[config.mk]
export PLATFORM = sky130hd
export DESIGN_NAME = mfe_window_fetch
export DESIGN_NICKNAME = d
export VERILOG_FILES = /design/src/rtl/mfe_window_fetch.sv
export SDC_FILE = /design/constraint.sdc
export NUM_CORES = 1
export LEC_CHECK = 0
export BUFFER_PORTS_ARGS = -buffer_cell sky130_fd_sc_hd__buf_2
export CAP_MARGIN = 20
export CORE_UTILIZATION = 45
export CTS_CLUSTER_SIZE = 20
export DETAILED_ROUTE_END_ITERATION = 7
export PLACE_DENSITY = 0.77
export SETUP_SLACK_MARGIN = 0.5
export SLEW_MARGIN = 20
export SYNTH_ARGS = -nofsm -noshare
export SYNTH_HDL_FRONTEND = slang
export SYNTH_SLANG_ARGS = --single-unit
[constraint.sdc]
create_clock -name clk -period 5.31 [get_ports clk]
set_input_delay 1.062 -clock clk [delete_from_list [all_inputs] [get_ports clk]]
set_output_delay 1.062 -clock clk [all_outputs]
set_load 0.005 [all_outputs]
[src/rtl/mfe_window_fetch.sv]
// Median filter engine front end: fetches the source image in raster order and emits one 3x3 window per pixel.
// Define MFE_REPLICATE_BORDER_EN to clamp border neighbours to the edge pixel instead of zero padding.
module mfe_window_fetch #(
    parameter int unsigned IMG_W = 128,
    parameter int unsigned IMG_H = 128,
    parameter int unsigned AW    = 14,
    parameter int unsigned DW    = 8
) (
    input  logic            clk,
    input  logic            reset,
    input  logic            ready,
    output logic            busy,
    output logic [AW-1:0]   iaddr,
    input  logic [DW-1:0]   idata,
    output logic            win_valid,
    input  logic            win_ready,
    output logic [9*DW-1:0] win_data,
    output logic [AW-1:0]   win_addr,
    output logic            done
);
    localparam int unsigned CW = $clog2(IMG_W);
    localparam int unsigned RW = $clog2(IMG_H);
    localparam logic [2:0]  ItemNone = 3'd6;
`ifdef MFE_REPLICATE_BORDER_EN
    localparam bit Replicate = 1'b1;
`else
    localparam bit Replicate = 1'b0;
`endif

    typedef enum logic [1:0] {StIdle, StFetch, StPresent, StFin} state_t;

    state_t        r_state;
    logic [RW-1:0] r_row;
    logic [CW-1:0] r_col;
    logic [DW-1:0] r_wl [3];
    logic [DW-1:0] r_wm [3];
    logic [DW-1:0] r_wr [3];
    logic          r_iss_vld;
    logic [2:0]    r_iss_idx;
    logic          r_cap_vld;
    logic [2:0]    r_cap_idx;

    logic [RW-1:0] w_nrow;
    logic [CW-1:0] w_ncol;
    logic          w_last_win;
    logic          w_start;
    logic [2:0]    w_first;
    logic [2:0]    w_next;
    logic [1:0]    w_cap_ri;

    // Read items 0..2 fill the centre column (rows r-1..r+1), items 3..5 fill column c+1.
    function automatic logic item_ok(input logic [RW-1:0] row, input logic [CW-1:0] col,
                                     input logic [2:0] idx);
        logic [1:0] ri;
        item_ok = 1'b1;
        ri      = (idx >= 3'd3) ? 2'(idx - 3'd3) : idx[1:0];
        if (idx < 3'd3 && col != '0) item_ok = 1'b0;
        if (idx >= 3'd3 && col == CW'(IMG_W - 1)) item_ok = 1'b0;
        if (!Replicate) begin
            if (ri == 2'd0 && row == '0) item_ok = 1'b0;
            if (ri == 2'd2 && row == RW'(IMG_H - 1)) item_ok = 1'b0;
        end
    endfunction

    function automatic logic [2:0] next_item(input logic [RW-1:0] row, input logic [CW-1:0] col,
                                             input logic [2:0] from);
        next_item = ItemNone;
        for (int i = 5; i >= 0; i--) begin
            if (3'(i) >= from && item_ok(row, col, 3'(i))) next_item = 3'(i);
        end
    endfunction

    function automatic logic [AW-1:0] item_addr(input logic [RW-1:0] row,
                                                input logic [CW-1:0] col, input logic [2:0] idx);
        logic [CW-1:0] c;
        logic [1:0]    ri;
        int            r;
        c  = (idx >= 3'd3) ? col + CW'(1) : col;
        ri = (idx >= 3'd3) ? 2'(idx - 3'd3) : idx[1:0];
        r  = int'(row) + int'(ri) - 1;
        if (r < 0) r = 0;
        if (r > int'(IMG_H) - 1) r = int'(IMG_H) - 1;
        item_addr = {RW'(r), c};
    endfunction

    always_comb begin
        w_nrow = '0;
        w_ncol = '0;
        if (r_state == StPresent) begin
            if (r_col == CW'(IMG_W - 1)) begin
                w_nrow = r_row + RW'(1);
            end else begin
                w_nrow = r_row;
                w_ncol = r_col + CW'(1);
            end
        end
        w_last_win = (r_row == RW'(IMG_H - 1)) && (r_col == CW'(IMG_W - 1));
        w_start    = ((r_state == StIdle) && ready) ||
                     ((r_state == StPresent) && win_ready && !w_last_win);
        w_first    = next_item(w_nrow, w_ncol, 3'd0);
        w_next     = next_item(r_row, r_col, r_iss_idx + 3'd1);
        w_cap_ri   = 2'(r_cap_idx - 3'd3);
    end

    assign win_data = {r_wl[0], r_wm[0], r_wr[0],
                       r_wl[1], r_wm[1], r_wr[1],
                       r_wl[2], r_wm[2], r_wr[2]};
    assign win_addr = {r_row, r_col};

    always_ff @(posedge clk) begin
        if (reset) begin
            r_state   <= StIdle;
            busy      <= 1'b0;
            win_valid <= 1'b0;
            done      <= 1'b0;
            iaddr     <= '0;
            r_row     <= '0;
            r_col     <= '0;
            r_iss_vld <= 1'b0;
            r_iss_idx <= '0;
            r_cap_vld <= 1'b0;
            r_cap_idx <= '0;
            for (int k = 0; k < 3; k++) begin
                r_wl[k] <= '0;
                r_wm[k] <= '0;
                r_wr[k] <= '0;
            end
        end else begin
            done <= 1'b0;
            unique case (r_state)
                StIdle: begin
                    if (ready) begin
                        r_state <= StFetch;
                        busy    <= 1'b1;
                        r_row   <= '0;
                        r_col   <= '0;
                    end
                end
                StFetch: begin
                    if (!r_iss_vld) begin
                        r_state   <= StPresent;
                        win_valid <= 1'b1;
                    end
                end
                StPresent: begin
                    if (win_ready) begin
                        win_valid <= 1'b0;
                        r_row     <= w_nrow;
                        r_col     <= w_ncol;
                        if (w_last_win) begin
                            r_state <= StFin;
                            busy    <= 1'b0;
                            done    <= 1'b1;
                        end else begin
                            r_state <= StFetch;
                        end
                    end
                end
                StFin: r_state <= StIdle;
                default: r_state <= StIdle;
            endcase

            if (w_start) begin
                // Slots that will not be read stay zero; the last column keeps R in replicate mode.
                for (int k = 0; k < 3; k++) begin
                    if (w_ncol == '0) begin
                        r_wl[k] <= '0;
                        r_wm[k] <= '0;
                        r_wr[k] <= '0;
                    end else begin
                        r_wl[k] <= r_wm[k];
                        r_wm[k] <= r_wr[k];
                        r_wr[k] <= (Replicate && w_ncol == CW'(IMG_W - 1)) ? r_wr[k] : '0;
                    end
                end
                r_cap_vld <= 1'b0;
                if (w_first != ItemNone) begin
                    iaddr     <= item_addr(w_nrow, w_ncol, w_first);
                    r_iss_idx <= w_first;
                    r_iss_vld <= 1'b1;
                end else begin
                    r_iss_vld <= 1'b0;
                end
            end else if (r_state == StFetch) begin
                if (r_cap_vld) begin
                    if (r_cap_idx < 3'd3) begin
                        r_wm[r_cap_idx[1:0]] <= idata;
                        if (Replicate && r_col == '0) r_wl[r_cap_idx[1:0]] <= idata;
                    end else begin
                        r_wr[w_cap_ri] <= idata;
                    end
                end
                r_cap_vld <= r_iss_vld;
                r_cap_idx <= r_iss_idx;
                if (r_iss_vld) begin
                    if (w_next != ItemNone) begin
                        iaddr     <= item_addr(r_row, r_col, w_next);
                        r_iss_idx <= w_next;
                    end else begin
                        r_iss_vld <= 1'b0;
                    end
                end
            end
        end
    end

endmodule

# Word-level counts from Yosys, hierarchy flattened
# Memories as Yosys holds them, arrays and structs flattened.
# Index checks and enable logic that the tools add are counted.
[word_totals]
ram_bits = 72
input_bits = 12
output_inout_bits = 103
register_bits = 41
mem_count = 3
wordCells = 229
[memory_table]
columns = ["name", "words", "word_bits", "rd", "rd_clocked_by_memory_dff", "write_ports", "line", "source"]
rows = [
  ["r_wl", 3, 8, 3, 0, 3, "35", "logic [DW-1:0] r_wl [3];"],
  ["r_wm", 3, 8, 3, 0, 3, "36", "logic [DW-1:0] r_wm [3];"],
  ["r_wr", 3, 8, 3, 0, 3, "37", "logic [DW-1:0] r_wr [3];"],
]
[op_classes]
bitwise = 21
add_sub_neg = 11
n_reduce_logical = 33
eq_ne = 14
magnitude_cmp = 13
mux = 123
[ops]
columns = ["op", "n"]
rows = [
  ["$mux W32", 10],
  ["$mux W8", 20],
  ["$mux W7", 11],
  ["$mux W14", 5],
  ["$gt A32 B8 Y1 const B", 2],
  ["$mux W1", 47],
  ["$mux W3", 13],
  ["$eq A7 B7 Y1 const B", 4],
  ["$pmux W7 S2", 2],
  ["$mux W2", 12],
  ["$add A7 B1 Y7 const B", 3],
  ["$logic_not A7 Y1", 3],
  ["$lt A9 B1 Y1 const B", 2],
  ["$or A1 B1 Y1", 18],
  ["$sub A8 B1 Y9 const B", 2],
  ["$add A7 B2 Y8", 2],
  ["$reduce_or A8 Y1", 2],
  ["$reduce_bool A7 Y1", 2],
  ["$logic_and A1 B1 Y1", 10],
  ["$reduce_bool A2 Y1", 5],
  ["$reduce_and A3 Y1", 3],
  ["$ne A2 B2 Y1 const B", 4],
  ["$pmux W2 S4", 1],
  ["$reduce_and A4 Y1", 2],
  ["19 further kinds", 30],
]

# Depth between registers and ports, before layout
[depth]
depth_word = 27
ltp_mapped = 26

# Worst setup path before layout
# Ideal clock, no wire load.
[synth_timing]
path_type = "reg2reg"
startpoint = "register r_col[1]"
endpoint = "register iaddr[12]"
required_time_ps = 5209
t_arrival_ps = 5103
path_stages_with_launch = 27
setup_ps = 101
slack_ps = 106
cell_sequence = "dfxtp_1 > ha_1 > buf_2 > nand3_1 > nor2_1 > nand3_1 > xnor2_1 > nor2_1 > inv_1 > ha_1 > o2111ai_1 > nand2b_1 > xor2_1 > nand2_1 > ha_1 > or2_2 > ha_1 > inv_1 > ha_1 > fa_1 > nand2b_1 > a21oi_1 > a221oi_1 > xnor2_1 > o21ai_1 > a21oi_1 > o41ai_1"
[synth_between]
elab_chain_len = 27
word_cells_on_any_way = 83
classes_between = "add/sub: 7; order compare: 6; eq/ne: 6; mux: 47; reduce/logical: 17"
[synth_rtl]
columns = ["item", "line", "source"]
rows = [
  ["start: declaration", "34", "logic [CW-1:0] r_col;"],
  ["start signal: assignment", "149", "r_col <= w_ncol;"],
  ["branches (longest 27 deep; another with $add A7 B1 Y7)", "--", ""],
  ["end signal: assignment", "178", "iaddr <= item_addr(w_nrow, w_ncol, w_first);"],
  ["end signal: assignment", "197", "iaddr <= item_addr(r_row, r_col, w_next);"],
  ["end: declaration", "13", "output logic [AW-1:0] iaddr,"],
]
# Several ways; the timed one is not identified. The select of a mux whose other input is x is not followed.
# A chain may end at the register's enable or synchronous reset.

# Final worst setup path
[layout_timing]
startpoint = "register r_col[1]"
endpoint = "register iaddr[10]"
# Same word-level chain as after synthesis.

==> key figures <==
Die
  – Die Span X: 122 um
  – Die span in y: 122 um
  – Core region area: approximately 14000 um^2
  – Die Area: 14900 um^2
  – Top Ports: between 100 and 150
  – Std-Cell Rows: 43
  – Initial Utilization: 46.4%

Worst setup path
  – Crit-path max cell delay: 0.39 ns
  – CP bufs+invs: 4
  – CP max-delay cell: a2111oi_4
  – CP top delay family: compound AO/OA/AOI/OAI gates
  – Most used cell, CP: ha_4
  – Stages on worst setup path: 25
  – Crit path kind: register to register
  – Reg2reg end: iaddr[10]
  – Data arrival time of the worst path: 5.09 ns
  – CP startpoint kind: register
  – Worst Setup EP: iaddr[10]
  – CP Capture Type: register
  – Worst reg-to-reg setup slack: between 0.5 and 0.6 ns
  – Largest fanout on the critical path: 6
  – R2R cell count: 25
  – Reg-to-reg critical path startpoint: r_col[1]
  – Worst Path Required: 5.67 ns
  – Critical path startpoint: r_col[1]

Clocking
  – CTS Sinks: 113
  – Clock-pin slew on the worst setup and hold paths: 0.06 ns
  – Cts bufs inserted: 17
  – Clk_lat worst skew: ~0.43 ns
  – CTS tree: yes
  – CTS root buf: clkbuf_16
  – Post-CTS Hold Buffers: 0
  – H-tree depth: 4
  – Clock Path Buffers: 2

Routing
  – Vias after detailed routing: 5902
  – Routed wire length on met2: 9120 um
  – Max layer used: met4
  – Antenna Nets Post-Route: 0
  – WL/cell: 19.2 um
  – TritonRoute pass-1 iters: 5
  – DR vias/cell: 5.93
  – Initial drt markers: 572
  – WL met1: 7640 um
  – Final wirelength: 19100 um
  – Routed met3 length: between 1500 and 2000 um
  – Drt drc: 0

Place
  – Final RePlAce weighted congestion: a little over 1
  – Pre-CTS worst setup slack: 0.0114 ns
  – # port buffers: 114
  – DP HPWL: between 10000 and 15000 um

Global routing
  – Largest net degree at the start of global routing: 49
  – Vias in the first global route: between 5k and 6k
  – Global-route wire length before repair: roughly 28000 um
  – Initial antenna violation count: 0
  – Global route overflow: 0
  – Gr usage total: around a quarter

Timing
  – Worst-margin pin slew: between 0.9 and 1 ns
  – F_max: 211 MHz
  – Fin Setup TNS: 0 ns
  – Worst setup margin: 0.577 ns
  – Worst Clk Skew: 0.0111 ns
  – Final hold vios: 0
  – RSZ-0062 raised after global routing: yes
  – Slew headroom: around 37%
  – Final worst-path cycle share: about nine tenths
  – Setup violations, final: 0
  – Max-slew violations: 0
  – Min Tclk post-route: roughly 4.7 ns

Yosys
  – Synth top cells by count: 72 x edfxtp_1, 54 x nor2_1, 50 x a21oi_1, 49 x nand2_1, 43 x and2_1
  – Largest area contributor in the netlist: edfxtp_1
  – Post-synth cell types: 83
  – Synth top area cells: edfxtp_1 33%, dfxtp_1 13%, ha_1 7.3%
  – Main synth FF type: edfxtp_1
  – Xor/xnor share of the synthesized area: 2.56%
  – Top-count cell post-synth: edfxtp_1
  – Syn_nets: 705
  – Yosys warnings: 0
  – Post-Synth Adder-Cell Area: under 10%
  – Compound-Gate Fraction of Synth Area: about 18%
  – Mux share of post-synthesis cell area: 0.482%
  – Largest family of logic cells by synthesized area: simple AND/OR/NAND/NOR gates
  – Synth top area share: between 30% and 40%
  – Post-Syn Area: 6490 um^2
  – Synthesized flop and latch total: around 110
  – Syn Inst Count: 653
  – EDFF count, synth: 72
  – Syn avg cell area: 9.95 um^2
  – Seq/Total Area, Yosys: 45.9%
  – Ys async rst share: 0%
  – Post-Synth Simple-Gate Area: a little over a fifth

Outcome
  – Status: finished clean

Pwr
  – Pleak: 3.57 nW
  – Clk pwr share: around two fifths
  – Psw: around 890 uW
  – Seq pwr share: 36.5%
  – Comb pwr share: 22.9%
  – Internal: between 1.5 and 2 mW
  – Switching share of power: around 31%
  – VDD IR max: between 200 and 300 uV
  – Power Density: 340 nW/um^2

Job
  – Max-cap check violation count: 0

Final layout
  – Register Area: 3010 um^2
  – Multi-input logic area: ~3500 um^2
  – Ant diodes: 0
  – Nets: roughly 850
  – Fill count: between 1k and 1.5k
  – Layout cells sized above 1: 34.0%
  – Area growth from synthesis to layout: 29.6%

Worst hold path
  – Worst hold path class: register to register
-- stage by stage --
step | cell area [um^2] | total power, mW | hold WS (ns) | util, % | instances
floorplan | 6540 | 1.41 | 0.457 | - | 653
global placement | 7340 | 1.60 | 0.454 | 52.5 | 935
detailed placement | 7340 | 1.61 | 0.457 | 52.5 | 935
CTS | 8120 | 2.78 | 0.467 | 58.0 | 980
global route | 8420 | 2.97 | 0.477 | 60.2 | 995
finish | 8420 | 2.86 | 0.469 | 60.2 | 995
-- per-layer routing --
layer | track usage [%] | vias up
met5 | 0 | -
met4 | 12.6 | 0
met3 | 6.60 | 72
met2 | 40.3 | 338
met1 | 31.1 | 2805
li1 | - | 2687
-- logic make-up (layout without fill, tap and decap cells) --
group / after synthesis / after routing
compound gates: 159 / 159
mux: 3 / 3
fa+ha+maj: 40 / 40
buf+inv: 69 / 231
xor+xnor: 19 / 19
simple gates: 250 / 250
flops: 113 / 113
-- repair_timing --
| action | CTS | global route |
|---|---|---|
| gates resized for setup | 24 | 55 |
| endpoints found under the hold margin | 0 | 0 |
| setup endpoints to repair | 7 | 7 |
| setup buffers | 13 | 15 |
| pin swaps | 6 | 38 |
-- layout by cell type, fill, tap and decap left out, types with 4 or more instances in the layout --
cell type	count
and3_1	14
nor3_1	10
o21ai_0	17
ha_1	30
nand3_1	19
nand2b_1	13
nor2_1	50
buf_4	46
a21oi_1	44
buf_2	114
o211ai_1	4
a21oi_2	6
dfxtp_2	10
nand2_1	45
a211oi_1	5
dfxtp_1	28
and2_1	43
o21bai_1	4
edfxtp_1	72
xnor2_1	11
inv_1	26
nand4_1	6
o31ai_1	5
inv_2	10
clkbuf_16	17
nand2_2	5
a32o_1	8
clkinv_4	4
inv_6	5
nor2b_1	5
o221ai_1	5
a22o_1	16
ha_4	5
xor2_1	6
-- how the worst min path moves through the flow --
| stage | startpoint | to | slack, ns | depth (start not counted) |
|---|---|---|---|---|
| floorplan | r_cap_idx[2] | r_cap_idx[2] | 0.46 | 2 |
| global placement | iaddr[1] | iaddr[1] | 0.45 | 2 |
| detailed placement | iaddr[9] | iaddr[9] | 0.46 | 2 |
| CTS | iaddr[9] | iaddr[9] | 0.47 | 2 |
| global route | iaddr[9] | iaddr[9] | 0.48 | 2 |
| finish | iaddr[9] | iaddr[9] | 0.47 | 2 |
-- area by class of cell --
class	instances	area share (%)
Multi-Input combinational cell	471	41.7
Sequential cell	113	35.7
Timing Repair Buffer	162	11.2
Clock buffer	17	5.06
Tap cell	180	2.68
Clock inverter	15	2.05
Inverter	37	1.68
-- state kept, by name, summed over array words and instances, names as in the netlist --
signal / count
r_cap_idx: 3
r_state: 2
r_iss_vld: 1
r_wm: 24
win_valid: 1
done: 1
r_wr: 24
r_iss_idx: 3
r_wl: 24
iaddr: 14
r_cap_vld: 1
r_row: 7
r_col: 7
busy: 1
-- worst min-delay path, cell delays in order, from the launching register on --
cell and delay (ns):
dfxtp_1 0.31, nand3_1 0.06, a21oi_1 0.05
-- power by group through the flow --
stage                     logic [mW]  registers [mW]  clock network, mW
after floorplan                0.360            1.06                  0
after global placement         0.540            1.06                  0
after detailed placement       0.550            1.06                  0
after CTS                      0.572            1.04               1.17
after global routing           0.707            1.05               1.21
final                          0.656            1.04               1.16
No activity file was read; power rests on OpenSTA's default activity.
